--- config.mk ---
export PLATFORM = sky130hd
export DESIGN_NAME = bcd2bin_seq_flat
export DESIGN_NICKNAME = d
export VERILOG_FILES = /design/src/rtl/bcd_pkg.sv /design/src/rtl/bcd2bin_seq_if.sv /design/src/rtl/bcd2bin_seq_mul10_add.sv /design/src/rtl/bcd2bin_seq.sv /design/src/flat_wrapper.sv
export SDC_FILE = /design/constraint.sdc
export NUM_CORES = 1
export LEC_CHECK = 0
export BUFFER_PORTS_ARGS = -buffer_cell sky130_fd_sc_hd__buf_2
export CAP_MARGIN = 10
export CORE_MARGIN = 2
export CORE_UTILIZATION = 35
export CTS_BUF_LIST = sky130_fd_sc_hd__clkbuf_8
export DETAILED_ROUTE_END_ITERATION = 10
export HOLD_SLACK_MARGIN = 0.1
export PLACE_DENSITY_LB_ADDON = 0.25
export SLEW_MARGIN = 20
export SYNTH_ARGS = -nofsm -noshare
export SYNTH_HDL_FRONTEND = slang
export SYNTH_SLANG_ARGS = --single-unit
--- constraint.sdc ---
create_clock -name clk -period 8.3 [get_ports clk]
set_input_delay 0.415 -clock clk [delete_from_list [all_inputs] [get_ports clk]]
set_output_delay 0.415 -clock clk [all_outputs]
set_load 0.02 [all_outputs]
--- src/rtl/bcd_pkg.sv ---
// Shared BCD conversion definitions: FSM encoding, digit constants and a
// power-of-ten helper for elaboration-time width checks.
package bcd_pkg;

  localparam int DIGIT_W = 4;
  localparam logic [DIGIT_W-1:0] BCD_MAX = 4'd9;

  typedef enum logic [1:0] {
    S_IDLE = 2'd0,
    S_CONV = 2'd1,
    S_DONE = 2'd2
  } state_t;

  function automatic logic [63:0] pow10(input int n);
    logic [63:0] p;
    p = 64'd1;
    for (int i = 0; i < n; i++) p = p * 64'd10;
    return p;
  endfunction

endpackage

--- src/rtl/bcd2bin_seq_if.sv ---
// Start/busy/valid handshake bundle between digit-entry logic and the
// BCD-to-binary converter.
interface bcd2bin_seq_if #(
  parameter int N_DIGITS = 6,
  parameter int BIN_W    = 20
);
  logic                                 start;
  logic [bcd_pkg::DIGIT_W*N_DIGITS-1:0] bcd_in;
  logic                                 busy;
  logic                                 valid;
  logic [BIN_W-1:0]                     bin_out;
  logic                                 err;

  modport master (output start, bcd_in, input busy, valid, bin_out, err);
  modport slave  (input start, bcd_in, output busy, valid, bin_out, err);
endinterface

--- src/rtl/bcd2bin_seq_mul10_add.sv ---
// Combinational acc*10 + digit step, built from shifts so no multiplier is
// needed; result wraps at W bits, so callers size W for headroom.
module mul10_add
  import bcd_pkg::*;
#(
  parameter int W = 24
) (
  input  logic [W-1:0]       acc,
  input  logic [DIGIT_W-1:0] digit,
  output logic [W-1:0]       sum
);

  assign sum = (acc << 3) + (acc << 1) + W'(digit);

endmodule

--- src/rtl/bcd2bin_seq.sv ---
// Sequential BCD-to-binary converter, one digit per clock, most-significant
// digit first; non-decimal digits force a zero result with err set.
//
// state  | meaning
// S_IDLE | waiting for start; operand captured when start is seen
// S_CONV | accumulating one digit per cycle, idx counting down to 0
// S_DONE | valid pulse; bin_out/err were loaded on the edge entering here
module bcd2bin_seq
  import bcd_pkg::*;
#(
  parameter int N_DIGITS = 6,
  parameter int BIN_W    = 20
) (
  input  logic          clk,
  input  logic          rst_n,
  bcd2bin_seq_if.slave  bus
);

  localparam int ACC_W = BIN_W + 4;
  localparam int IDX_W = (N_DIGITS > 1) ? $clog2(N_DIGITS) : 1;
  localparam int OP_W  = DIGIT_W * N_DIGITS;

  if (pow10(N_DIGITS) - 64'd1 >= (64'd1 << BIN_W)) begin : g_width_check
    $fatal(1, "bcd2bin_seq: BIN_W too narrow for N_DIGITS");
  end

  state_t              state, state_nxt;
  logic [OP_W-1:0]     operand;
  logic [ACC_W-1:0]    acc, acc_nxt;
  logic [IDX_W-1:0]    idx;
  logic                err_acc;
  logic [BIN_W-1:0]    bin_q;
  logic                err_q;
  logic [DIGIT_W-1:0]  digit;
  logic                err_final;

  assign digit     = operand[idx*DIGIT_W +: DIGIT_W];
  assign err_final = err_acc | (digit > BCD_MAX);

  mul10_add #(.W(ACC_W)) u_mul10_add (
    .acc   (acc),
    .digit (digit),
    .sum   (acc_nxt)
  );

  always_comb begin
    state_nxt = state;
    bus.busy  = 1'b0;
    bus.valid = 1'b0;
    case (state)
      S_IDLE: if (bus.start) state_nxt = S_CONV;
      S_CONV: begin
        bus.busy = 1'b1;
        if (idx == '0) state_nxt = S_DONE;
      end
      S_DONE: begin
        bus.busy  = 1'b1;
        bus.valid = 1'b1;
        state_nxt = S_IDLE;
      end
      default: state_nxt = S_IDLE;
    endcase
  end

  always_ff @(posedge clk or negedge rst_n) begin
    if (!rst_n) begin
      state   <= S_IDLE;
      operand <= '0;
      acc     <= '0;
      idx     <= '0;
      err_acc <= 1'b0;
      bin_q   <= '0;
      err_q   <= 1'b0;
    end else begin
      state <= state_nxt;
      case (state)
        S_IDLE: if (bus.start) begin
          operand <= bus.bcd_in;
          acc     <= '0;
          idx     <= IDX_W'(N_DIGITS - 1);
          err_acc <= 1'b0;
        end
        S_CONV: begin
          acc     <= acc_nxt;
          err_acc <= err_final;
          // Results land on the last digit so they are already stable during valid.
          if (idx == '0) begin
            bin_q <= err_final ? '0 : acc_nxt[BIN_W-1:0];
            err_q <= err_final;
          end else begin
            idx <= idx - 1'b1;
          end
        end
        default: ;
      endcase
    end
  end

  assign bus.bin_out = bin_q;
  assign bus.err     = err_q;

endmodule

--- src/flat_wrapper.sv ---
// flat-port wrapper written by rule: the top's interface ports become plain ports
module bcd2bin_seq_flat import bcd_pkg::*;
#(
  parameter int N_DIGITS = 6,
  parameter int BIN_W    = 20
)
  (clk, rst_n, bus_start, bus_bcd_in, bus_busy, bus_valid, bus_bin_out, bus_err);
  bcd2bin_seq_if #(.N_DIGITS(N_DIGITS), .BIN_W(BIN_W)) bus_i ();
  input  logic clk;
  input  logic rst_n;
  input wire logic [$bits(bus_i.start)-1:0] bus_start;
  input wire logic [$bits(bus_i.bcd_in)-1:0] bus_bcd_in;
  output wire logic [$bits(bus_i.busy)-1:0] bus_busy;
  output wire logic [$bits(bus_i.valid)-1:0] bus_valid;
  output wire logic [$bits(bus_i.bin_out)-1:0] bus_bin_out;
  output wire logic [$bits(bus_i.err)-1:0] bus_err;
  assign bus_i.start = bus_start;
  assign bus_i.bcd_in = bus_bcd_in;
  assign bus_busy = bus_i.busy;
  assign bus_valid = bus_i.valid;
  assign bus_bin_out = bus_i.bin_out;
  assign bus_err = bus_i.err;
  bcd2bin_seq #(.N_DIGITS(N_DIGITS), .BIN_W(BIN_W)) u_core (.clk(clk), .rst_n(rst_n), .bus(bus_i));
endmodule
==> impl_metrics.ini <==
[status]
status = complete, no violations

[logic_synthesis]
synth_nets = 407
synth_compound_area_share_pct = 17.9
synth_xor_area_share_pct = 3.60
ys_seq_area_share_pct = 45.0
synth-simple-area-share_pct = 6.71
synth_area_per_cell_um2 = 11.5
yosysUniqueCellTypes = 45
ys.flop_type = dfrtp_1
synth_area_um2 = 3900
synth_edf_count = 0
synthMuxAreaShare_pct = 10.2
synth-seq-cells = 70
synth_top_family_by_area = compound AO/OA/AOI/OAI gates
synthCells = 339
synthArstFlopShare_pct = 100
synth_warnings = 0
synth_fa_ha_area_share_pct = 13.6

[setup_path]
r2r_cells = 12
slowest_delay_ns = 0.60
cp_cell_sequence = mux4_2, a21oi_2, fa_1, inv_1, fa_1, a211oi_1, nor2_1, o21ai_1, o31ai_1, a41oi_1, xnor2_1, a22o_1
timing.rr.start = u_core.idx[0]$_DFFE_PN0P_
crit_top_cell = fa_1
cp_slowest_cell = dfrtp_1
crit_path_end_kind = flop
r2r_end = u_core.bus.bin_out[18]$_DFFE_PN0P_
reg2reg_slack_ns = 4.54
cp_data_required_time_ns = 8.54
start_kind = flop
criticalPathCategory = reg -> reg
crit_fanout = 10
cp.arrival_ns = 4.00

[global_route]
grt_antenna_before_repair = 0
grt_overflow_total = 0
grt_pass1_vias = 2830
grt_pass1_wl_mm = 13.7
grt_max_degree = 71
grtUsageTotal_pct = 14.9

[timing]
fmax_ghz = 0.266
drv_slew = 0
rsz0062_at_grt = no
worstMarginPinSlew_ns = 0.997
setup_slack_ns = 4.54
finalSetupTns_ns = 0
hold_viol = 0
fin_skew_ns = 0.00657
whs_ns = 0.263
finalCritPeriodShare_pct = 45.3
setup_viol_count_final = 0
min_period_ns = 3.76
max_slew_margin_pct = 33.4

[place]
gp_congestion = 0.818
placed_cell_area_um2 = 4260
portBuffers = 49
dp_slack_ns = 4.53
placed_cells = 515
dp_hpwl_mm = 5.82

[floorplanning]
coreArea_um2 = 10800
die_h_um = 110
fp.dieArea_um2 = 12000
pin_count = 50
fp.dieW_um = 110
rows = 38
start_util_pct = 35.9

[flow_run]
drv_cap = 0

[power_and_ir_drop]
max-vdd-ir-drop_mv = 0.133
power_density_nw_per_um2 = 408
cellLeakagePower_nw = 2.25
power_mw = 1.83

[final_layout]
drive_above_1_share_pct = 25.1
antennaDiodeCount = 0
area_delta_synth_final_pct = 15.3
final_cells = 530
layout.nets = 454
fin_util_pct = 41.4
mostFrequentLayoutCell = dfrtp_1
layout_common_cells = dfrtp_1 (70), buf_2 (49), ha_1 (39)
design_area_um2 = 4490

[cts]
insertion_delay_ns = 0.34
cts.clk_slew.worst_paths_ns = 0.08
cts_max_level = 3
ctsHoldBuffers = 0
clock-sinks = 70
postCtsSetupRepairBufs = 0
clockRootBuffer = clkbuf_8
cts_made_buffers = 9
clock_path_buffers = 2
cts_resized = 0
cts_tree = done

[detailed_routing]
wire_per_inst_um = 15.0
num_vias = 2704
routed_via_density = 5.10
drc_errors = 0
drtPass1Iterations = 4
routed_wirelength_mm = 7.95
final_antenna_net_count = 0
first_iter_violations = 115

[worst_hold_path]
hp-class = in -> async
[how the worst max path moves through the flow]
| stage | from | to | slack (ns) | cells after the start |
|---|---|---|---|---|
| final | u_core.idx[0]$_DFFE_PN0P_ | u_core.bus.bin_out[18]$_DFFE_PN0P_ | 4.54 | 12 |
| after global routing | u_core.idx[0]$_DFFE_PN0P_ | u_core.bus.bin_out[18]$_DFFE_PN0P_ | 4.21 | 12 |
| after CTS | u_core.idx[0]$_DFFE_PN0P_ | u_core.bus.bin_out[18]$_DFFE_PN0P_ | 4.51 | 12 |
| after detailed placement | u_core.idx[0]$_DFFE_PN0P_ | u_core.bus.bin_out[18]$_DFFE_PN0P_ | 4.53 | 12 |
| after global placement | u_core.idx[0]$_DFFE_PN0P_ | u_core.bus.bin_out[18]$_DFFE_PN0P_ | 4.62 | 12 |
| after floorplan | u_core.idx[0]$_DFFE_PN0P_ | u_core.bus.bin_out[18]$_DFFE_PN0P_ | 5.09 | 13 |
[area by class of cell]
cell class	count	area, um^2
fillers	1057	6350
flip-flops and latches	70	1750
inverters	13	48.8
repair buffers	50	253
clock buffers	10	138
clock inverters	5	98.8
multi-input cells	242	2030
well taps	140	175
[per-layer routing]
layer  vias up  part of all wire (%)  track usage [%]
met5         -                     0                0
met4         0                   1.9             5.61
met3        11                   4.3             4.45
met2        49                    47             23.6
met1      1299                    47             19.2
li1       1345                     -                -
[critical path: cells and delay by family, from the launching register on]
kind,cells,cell delay [ns]
AOI/OAI and AO/OA,6,1.36
and+or+nand+nor,1,0.15
muxes,1,0.57
adders and majority gates,2,0.67
xor gates and xnor gates,1,0.19
DFF,1,0.60
buffers and inverters,1,0.11
[cell families after synthesis]
family                     Yosys count
muxes                               34
adders and majority gates           41
and+or+nand+nor                     56
DFF                                 70
xor gates and xnor gates            16
AOI/OAI and AO/OA                   95
buffers and inverters               27
[cells in the mapped netlist (6+ instances only)]
cell | count | area share (%)
dfrtp_1 | 70 | 45
ha_1 | 39 | 13
a22o_1 | 37 | 8.3
mux2_2 | 24 | 6.9
nand2_1 | 22 | 2.1
a21oi_1 | 17 | 2.2
nor2_1 | 16 | 1.5
inv_1 | 11 | 1.1
clkbuf_1 | 10 | 0.96
xnor2_1 | 9 | 2.0
o21ai_0 | 8 | 1.0
o21ai_1 | 7 | 0.90
xor2_1 | 7 | 1.6
mux2i_1 | 6 | 1.5
[power breakdown]
group | internal, mW | total [mW] | switching [mW]
sequential | 0.489 | 0.591 | 0.103
combinational | 0.403 | 0.908 | 0.504
clock | 0.205 | 0.332 | 0.127
total | 1.10 | 1.83 | 0.734
[sequential cells by signal, indices dropped and copies added (netlist names)]
signal,count
u_core.state,2
u_core.bus.bin_out,20
u_core.bus.err,1
u_core.acc,19
u_core.idx,3
u_core.err_acc,1
u_core.operand,24
No activity file was read; power rests on OpenSTA's default activity.
